[config.mk]
export PLATFORM = sky130hd
export DESIGN_NAME = mole_round_sequencer_flat
export DESIGN_NICKNAME = d
export VERILOG_FILES = /design/src/rtl/mole_round_sequencer_pkg.sv /design/src/rtl/mole_round_sequencer_if.sv /design/src/rtl/mole_round_sequencer_tally.sv /design/src/rtl/mole_round_sequencer.sv /design/src/flat_wrapper.sv
export SDC_FILE = /design/constraint.sdc
export NUM_CORES = 1
export LEC_CHECK = 0
export ABC_AREA = 1
export BUFFER_PORTS_ARGS = -buffer_cell sky130_fd_sc_hd__buf_4
export CORE_MARGIN = 2
export CORE_UTILIZATION = 48
export DETAILED_ROUTE_END_ITERATION = 10
export HOLD_SLACK_MARGIN = 0.03
export PLACE_DENSITY_LB_ADDON = 0.3
export SYNTH_ARGS = -nofsm -noshare
export SYNTH_HDL_FRONTEND = slang
export SYNTH_SLANG_ARGS = --single-unit
[constraint.sdc]
create_clock -name clk -period 1.7 [get_ports clk]
set_input_delay 0.085 -clock clk [delete_from_list [all_inputs] [get_ports clk]]
set_output_delay 0.085 -clock clk [all_outputs]
set_load 0.05 [all_outputs]
[src/rtl/mole_round_sequencer_pkg.sv]
// Shared definitions for the whack-a-mole session sequencer.
// Holds the FSM state encoding, default parameter values, mole-word
// geometry and the adjacent-nibble duplicate check used when the
// MOLE_SEQ_NODUP_EN build option is enabled.
package mole_round_sequencer_pkg;

  localparam int CNT_W_DEF       = 7;
  localparam int RND_TIMEOUT_DEF = 1023;
  localparam int NIB_W           = 4;
  localparam int NIB_N           = 8;
  localparam int WORD_W          = NIB_W * NIB_N;

  typedef enum logic [2:0] {
    IDLE, FETCH, LOAD, START, PLAY, DONE
  } seq_state_e;

  // True when any two neighbouring mole positions in the word are equal.
  function automatic logic has_adj_dup(input logic [WORD_W-1:0] w);
    logic d;
    d = 1'b0;
    for (int i = 0; i < NIB_N - 1; i++)
      if (w[i*NIB_W +: NIB_W] == w[(i+1)*NIB_W +: NIB_W]) d = 1'b1;
    return d;
  endfunction

endpackage

[src/rtl/mole_round_sequencer_if.sv]
// Bus between the session sequencer, the random-word source and the
// game datapath.
//   master (sequencer): drives rnd_req, load_en, load_data, game_start;
//                       samples rnd_valid, rnd_data, change_answer,
//                       cur_count, miss, game_end.
//   slave  (source/datapath side): the mirror image.
interface mole_round_sequencer_if
  import mole_round_sequencer_pkg::*;
#(parameter int CNT_W = CNT_W_DEF);

  logic              rnd_req;
  logic              rnd_valid;
  logic [WORD_W-1:0] rnd_data;
  logic              load_en;
  logic [WORD_W-1:0] load_data;
  logic              game_start;
  logic              change_answer;
  logic [CNT_W-1:0]  cur_count;
  logic              miss;
  logic              game_end;

  modport master (
    output rnd_req, load_en, load_data, game_start,
    input  rnd_valid, rnd_data, change_answer, cur_count, miss, game_end
  );

  modport slave (
    input  rnd_req, load_en, load_data, game_start,
    output rnd_valid, rnd_data, change_answer, cur_count, miss, game_end
  );

endinterface

[src/rtl/mole_round_sequencer_tally.sv]
// mole_tally: hit/miss tallies for one game session.
// A change of cur_count marks a resolved problem; the miss pulse in that
// same cycle classifies it. Both counters saturate at all-ones.
// Ports: clk, reset (async, active-high), clr (session start: clear
// counters and resample cur_count), en (tally active), cur_count, miss,
// score, miss_count.
module mole_tally #(
  parameter int CNT_W = 7
) (
  input  logic             clk,
  input  logic             reset,
  input  logic             clr,
  input  logic             en,
  input  logic [CNT_W-1:0] cur_count,
  input  logic             miss,
  output logic [CNT_W-1:0] score,
  output logic [CNT_W-1:0] miss_count
);

  localparam logic [CNT_W-1:0] CMAX = '1;

  logic [CNT_W-1:0] prev_count;

  always_ff @(posedge clk or posedge reset) begin
    if (reset) begin
      prev_count <= '0;
      score      <= '0;
      miss_count <= '0;
    end else if (clr) begin
      prev_count <= cur_count;
      score      <= '0;
      miss_count <= '0;
    end else if (en && (cur_count != prev_count)) begin
      prev_count <= cur_count;
      if (miss) begin
        if (miss_count != CMAX) miss_count <= miss_count + 1'b1;
      end else begin
        if (score != CMAX) score <= score + 1'b1;
      end
    end
  end

endmodule

[src/rtl/mole_round_sequencer.sv]
// mole_round_sequencer: session controller for the whack-a-mole datapath.
// Fetches mole-position words from the random source, loads them into the
// datapath, fires the one-shot game start and tallies hits/misses.
// Ports: clk, reset (async, active-high), start_btn, bus (master side of
// mole_round_sequencer_if), busy, done, score, miss_count.
// Build option: MOLE_SEQ_NODUP_EN rejects words with equal adjacent nibbles.
module mole_round_sequencer
  import mole_round_sequencer_pkg::*;
#(
  parameter int CNT_W       = CNT_W_DEF,
  parameter int RND_TIMEOUT = RND_TIMEOUT_DEF
) (
  input  logic                  clk,
  input  logic                  reset,
  input  logic                  start_btn,
  mole_round_sequencer_if.master bus,
  output logic                  busy,
  output logic                  done,
  output logic [CNT_W-1:0]      score,
  output logic [CNT_W-1:0]      miss_count
);

  localparam int              TMO_W    = $clog2(RND_TIMEOUT + 1);
  localparam logic [TMO_W-1:0] TMO_LAST = TMO_W'(RND_TIMEOUT - 1);

  seq_state_e        state, state_n;
  logic [TMO_W-1:0]  timer, timer_n;
  logic              first, first_n;
  logic [WORD_W-1:0] word;
  logic              rnd_req, req_n;
  logic              load_en, game_start;
  logic              cap, sess_clr, reject;

`ifdef MOLE_SEQ_NODUP_EN
  assign reject = has_adj_dup(bus.rnd_data);
`else
  assign reject = 1'b0;
`endif

  always_comb begin
    state_n  = state;
    timer_n  = timer;
    first_n  = first;
    req_n    = 1'b0;
    cap      = 1'b0;
    sess_clr = 1'b0;
    case (state)
      IDLE, DONE: begin
        if (start_btn) begin
          state_n  = FETCH;
          first_n  = 1'b1;
          sess_clr = 1'b1;
          timer_n  = '0;
          req_n    = 1'b1;
        end
      end
      FETCH: begin
        req_n = 1'b1;
        // rnd_req low inside FETCH is the one-cycle retry gap; any
        // rnd_valid seen here is ignored and the request comes back.
        if (rnd_req) begin
          if (bus.rnd_valid) begin
            req_n   = 1'b0;
            timer_n = '0;
            if (!reject) begin
              state_n = LOAD;
              cap     = 1'b1;
            end
          end else if (timer == TMO_LAST) begin
            req_n   = 1'b0;
            timer_n = '0;
          end else begin
            timer_n = timer + TMO_W'(1);
          end
        end
      end
      LOAD:  state_n = first ? START : PLAY;
      START: begin
        state_n = PLAY;
        first_n = 1'b0;
      end
      PLAY: begin
        if (bus.game_end) begin
          state_n = DONE;
        end else if (bus.change_answer) begin
          state_n = FETCH;
          timer_n = '0;
          req_n   = 1'b1;
        end
      end
      default: state_n = IDLE;
    endcase
  end

  // Outputs are registered from the next state so they line up with it.
  always_ff @(posedge clk or posedge reset) begin
    if (reset) begin
      state      <= IDLE;
      timer      <= '0;
      first      <= 1'b0;
      word       <= '0;
      rnd_req    <= 1'b0;
      load_en    <= 1'b0;
      game_start <= 1'b0;
      busy       <= 1'b0;
      done       <= 1'b0;
    end else begin
      state      <= state_n;
      timer      <= timer_n;
      first      <= first_n;
      if (cap) word <= bus.rnd_data;
      rnd_req    <= req_n;
      load_en    <= (state_n == LOAD);
      game_start <= (state_n == START);
      busy       <= (state_n inside {FETCH, LOAD, START, PLAY});
      done       <= (state_n == DONE);
    end
  end

  assign bus.rnd_req    = rnd_req;
  assign bus.load_en    = load_en;
  assign bus.load_data  = word;
  assign bus.game_start = game_start;

  mole_tally #(.CNT_W(CNT_W)) u_tally (
    .clk        (clk),
    .reset      (reset),
    .clr        (sess_clr),
    .en         ((state != IDLE) && (state != DONE)),
    .cur_count  (bus.cur_count),
    .miss       (bus.miss),
    .score      (score),
    .miss_count (miss_count)
  );

endmodule
[src/flat_wrapper.sv]
// flat-port wrapper written by rule: the top's interface ports become plain ports
module mole_round_sequencer_flat import mole_round_sequencer_pkg::*;
#(
  parameter int CNT_W       = CNT_W_DEF,
  parameter int RND_TIMEOUT = RND_TIMEOUT_DEF
)
  (clk, reset, start_btn, busy, done, score, miss_count, bus_rnd_req, bus_load_en, bus_load_data, bus_game_start, bus_rnd_valid, bus_rnd_data, bus_change_answer, bus_cur_count, bus_miss, bus_game_end);
  mole_round_sequencer_if #(.CNT_W(CNT_W)) bus_i ();
  input  logic clk;
  input  logic reset;
  input  logic start_btn;
  output logic busy;
  output logic done;
  output logic [CNT_W-1:0] score;
  output logic [CNT_W-1:0] miss_count;
  output wire logic [$bits(bus_i.rnd_req)-1:0] bus_rnd_req;
  output wire logic [$bits(bus_i.load_en)-1:0] bus_load_en;
  output wire logic [$bits(bus_i.load_data)-1:0] bus_load_data;
  output wire logic [$bits(bus_i.game_start)-1:0] bus_game_start;
  input wire logic [$bits(bus_i.rnd_valid)-1:0] bus_rnd_valid;
  input wire logic [$bits(bus_i.rnd_data)-1:0] bus_rnd_data;
  input wire logic [$bits(bus_i.change_answer)-1:0] bus_change_answer;
  input wire logic [$bits(bus_i.cur_count)-1:0] bus_cur_count;
  input wire logic [$bits(bus_i.miss)-1:0] bus_miss;
  input wire logic [$bits(bus_i.game_end)-1:0] bus_game_end;
  assign bus_rnd_req = bus_i.rnd_req;
  assign bus_load_en = bus_i.load_en;
  assign bus_load_data = bus_i.load_data;
  assign bus_game_start = bus_i.game_start;
  assign bus_i.rnd_valid = bus_rnd_valid;
  assign bus_i.rnd_data = bus_rnd_data;
  assign bus_i.change_answer = bus_change_answer;
  assign bus_i.cur_count = bus_cur_count;
  assign bus_i.miss = bus_miss;
  assign bus_i.game_end = bus_game_end;
  mole_round_sequencer #(.CNT_W(CNT_W), .RND_TIMEOUT(RND_TIMEOUT)) u_core (.clk(clk), .reset(reset), .start_btn(start_btn), .bus(bus_i), .busy(busy), .done(done), .score(score), .miss_count(miss_count));
endmodule
==> run summary <==
* completed — run status
* 70 ps — worst reg-to-reg setup slack
* 0.002855 uW — Leakage Power
* 0 — Final setup violation count
* 97 — IO Count
* 16.69 ps — worst clock skew
* 42 — maximum number of pins on one net before global-route repair
* 0.2636 — fraction of layout instances using a drive strength above 1
* 466 — Synth Instances
* 614.4 MHz — maximum clock frequency
* 728 — final non-filler cell total
* 32 — standard-cell row count
* 72 — number of sinks driven by the clock tree
* 0 — final global-route overflow total
* 671 — # nets final
* 5 — Critical Path Fanout Max
* 1628 ps — shortest period the worst path allows
* 1980 ps — required time at the worst-slack endpoint
* 0.007607 mm^2 — Core Box Area
* 9 — number of buffers created by CTS
* sky130_fd_sc_hd__dfrtp_1 — primary flip-flop cell chosen by synthesis mapping
* false — unrepaired setup endpoints after global routing
* 91.95 um — DIE WIDTH
* 6.286 mm — sum of net half-perimeters after detailed placement
* 0 ps — Setup Total Neg Slack
* 0.008454 mm^2 — area of the die
* 3616 — via count of the first global-routing pass
* 7.966 um^2 — per-instance average area after synthesis
* 0.001692 mm^2 — multi-input logic area
* 0.9574 — Final period util
* 0.2420 — total global-route track usage
* 4 — instance count along the most critical hold path
* 13.56 um — wire per inst
* 0 — Yosys warnings
* sky130_fd_sc_hd__nand2_1 (203), sky130_fd_sc_hd__buf_4 (111), sky130_fd_sc_hd__dfrtp_1 (67) — leading cell types in the layout, fill and taps excluded
* 0.6440 — Slew headroom
* 0.003712 mm^2 — Post-Syn Area
* sky130_fd_sc_hd__clkbuf_8 — master cell of the clock root buffer
* 9.875 mm — total wire length after detailed routing
* 96 — number of input and output port buffers inserted
* u_core.u_tally.score[0] — launch instance of the worst register-to-register path
* reg2reg — startpoint-to-endpoint class of the critical path
* 0 — number of synthesized flops with an enable pin
* u_core.u_tally.score[5] — terminus of the critical flop-to-flop path
* 1910 ps — arrival time at the worst endpoint
* flip-flop — CP startpoint kind
* 3 — H-Tree Depth
* 0 — remaining antenna violation count
* 4 — first-pass detailed-route iteration total
* sky130_fd_sc_hd__dfrtp_1 (49%), sky130_fd_sc_hd__nand2_1 (21%), sky130_fd_sc_hd__inv_1 (4.1%), sky130_fd_sc_hd__nand4_1 (3.9%), sky130_fd_sc_hd__nand3_1 (3.6%) — top cells by area, synth
* 87.96 ps — post-route worst hold slack
* 5.048 — routed vias/inst
* 0 — number of violations of the max-capacitance limit
* 91.95 um — Die Y-Extent
* 2 — Max clock buf depth
* 0 — Antenna diodes
* 1.000 — share of async-settable or async-resettable flops after synthesis
* 533.2 ps — Worst-Margin Slew
* flip-flop — endpoint kind of the worst setup timing path
* 360 ps — Worst-Skew Late Latency
* 16.21 mm — first-pass GRT wire length
* 41.89% — signed area change from the synthesized netlist to the final layout
* 72 — synthesis-stage register bit count
* 0 — initial antenna violation count
* 31 — number of library cell types mapped by synthesis
* u_core.u_tally.score[5] — end point of the critical path
* in2reg — hold crit path type
* 3675 — via count
* 0.001808 mm^2 — storage element area
* sky130_fd_sc_hd__dfrtp_1 — dominant cell type by area after synthesis
* 576 — Fill cells
* 0 — # DRC
* 0.4853 — share of synthesized area occupied by flip-flops and latches
* 7 — length in cells of the worst reg-to-reg path
* 1.548 mV — Max VDD drop
* u_core.u_tally.score[0] — start point of the critical path
* 235 — DRC violation total after the first TritonRoute iteration
* sky130_fd_sc_hd__nand2_1 — leading cell type in the layout, fill and taps excluded
* 663 — total instance count after detailed placement
* 0.4853 — top cell type's share of synthesized area
* 1793 mW/mm^2 — P per Cell Area
* 90 ps — clock transition at the registers of the reported paths
* 0.8194 — final weighted congestion in routability-driven placement
* 0.4880 — effective utilization at floorplan
* 0 — final hold viol count
* built — clock tree from TritonCTS
* 516 — Synthesized Nets
* 0 — number of max-slew violations in the final report
synth_stat cells (all sizes together) (2+ instances only):
master / number
buf: 12
ha: 4
xnor2: 11
o21bai: 2
nor3: 3
nand3: 32
xor2: 2
nand4: 23
nand2: 212
o21ai: 10
inv: 46
a21oi: 2
dfrtp: 72
nor2: 32
worst min-delay path by stage:
stage                     start                      endpoint
3_3_place_gp              reset  u_core.u_tally.prev_count[5]
6_report           bus_game_end            u_core.bus.rnd_req
3_5_place_dp              reset  u_core.u_tally.prev_count[5]
2_1_floorplan  bus_rnd_data[29]      u_core.bus.load_data[29]
5_1_grt            bus_game_end            u_core.bus.rnd_req
4_1_cts            bus_game_end            u_core.bus.rnd_req
power breakdown:
| part | switching, uW | internal, uW | total [uW] |
|---|---|---|---|
| combinational | 3630 | 1740 | 5370 |
| sequential | 497 | 2340 | 2840 |
| clock | 699 | 541 | 1240 |
| total | 4820 | 4620 | 9450 |
per-layer routing:
layer  global-route usage  share of wire  routed length [um]
met2               0.4326           0.52                5149
met4              0.08955          0.019                 186
met3              0.06245          0.063                 626
met5                    0              0                   0
met1               0.2785           0.40                3912
cell type report:
type                       instances  area share
clock inverter                     7     0.01045
sequential                        72      0.3432
tap                              102     0.02423
inverter                          46     0.03349
multi-input combinational        337      0.3211
clock buffer                       9     0.02352
timing repair buffer             155      0.2439
metrics by stage:
stage	instance area (um^2)	util	setup WS, ps	power, uW
after floorplan	3721	-	79.69	6404
after global placement	4591	0.6035	79.24	7765
after detailed placement	4591	0.6035	28.53	7907
after CTS	5190	0.6822	12.96	9239
after global routing	5268	0.6924	1.205	10030
final	5268	0.6924	72.45	9445
cell families (layout without fill, tap and decap cells):
family	after synthesis	count (layout)	synth area share
and+or+nand+nor	302	303	0.3724
adders and majority gates	4	4	0.01348
AOI/OAI and AO/OA	17	17	0.03168
xor gates and xnor gates	13	13	0.03067
DFF	72	72	0.4853
buffers and inverters	58	217	0.06640
registers in the layout, summed over array words and instances, names as in the netlist:
signal                     flops
u_core.bus.game_start          1
u_core.bus.load_data          32
u_core.bus.load_en             1
u_core.bus.rnd_req             1
u_core.busy                    1
u_core.done                    1
u_core.first                   1
u_core.state                   3
u_core.timer                  10
u_core.u_tally.miss_count      7
u_core.u_tally.prev_count      7
u_core.u_tally.score           7
repair_timing:
action,4_1_cts,5_1_grt
endpoints found under the setup margin,0,19
hold buffers,42,0
gates resized for setup,0,6
endpoints found under the hold margin,63,0
buffers inserted,0,6
worst max-delay path, cell delays in order (launching register included):
cell,delay (ps)
sky130_fd_sc_hd__dfrtp_2,450
sky130_fd_sc_hd__ha_1,230
sky130_fd_sc_hd__nand3_1,190
sky130_fd_sc_hd__nor3_2,80
sky130_fd_sc_hd__o21ai_4,230
sky130_fd_sc_hd__buf_4,160
sky130_fd_sc_hd__nand4_1,100
sky130_fd_sc_hd__nand2_1,100
Power figures use the tool's default switching activity.
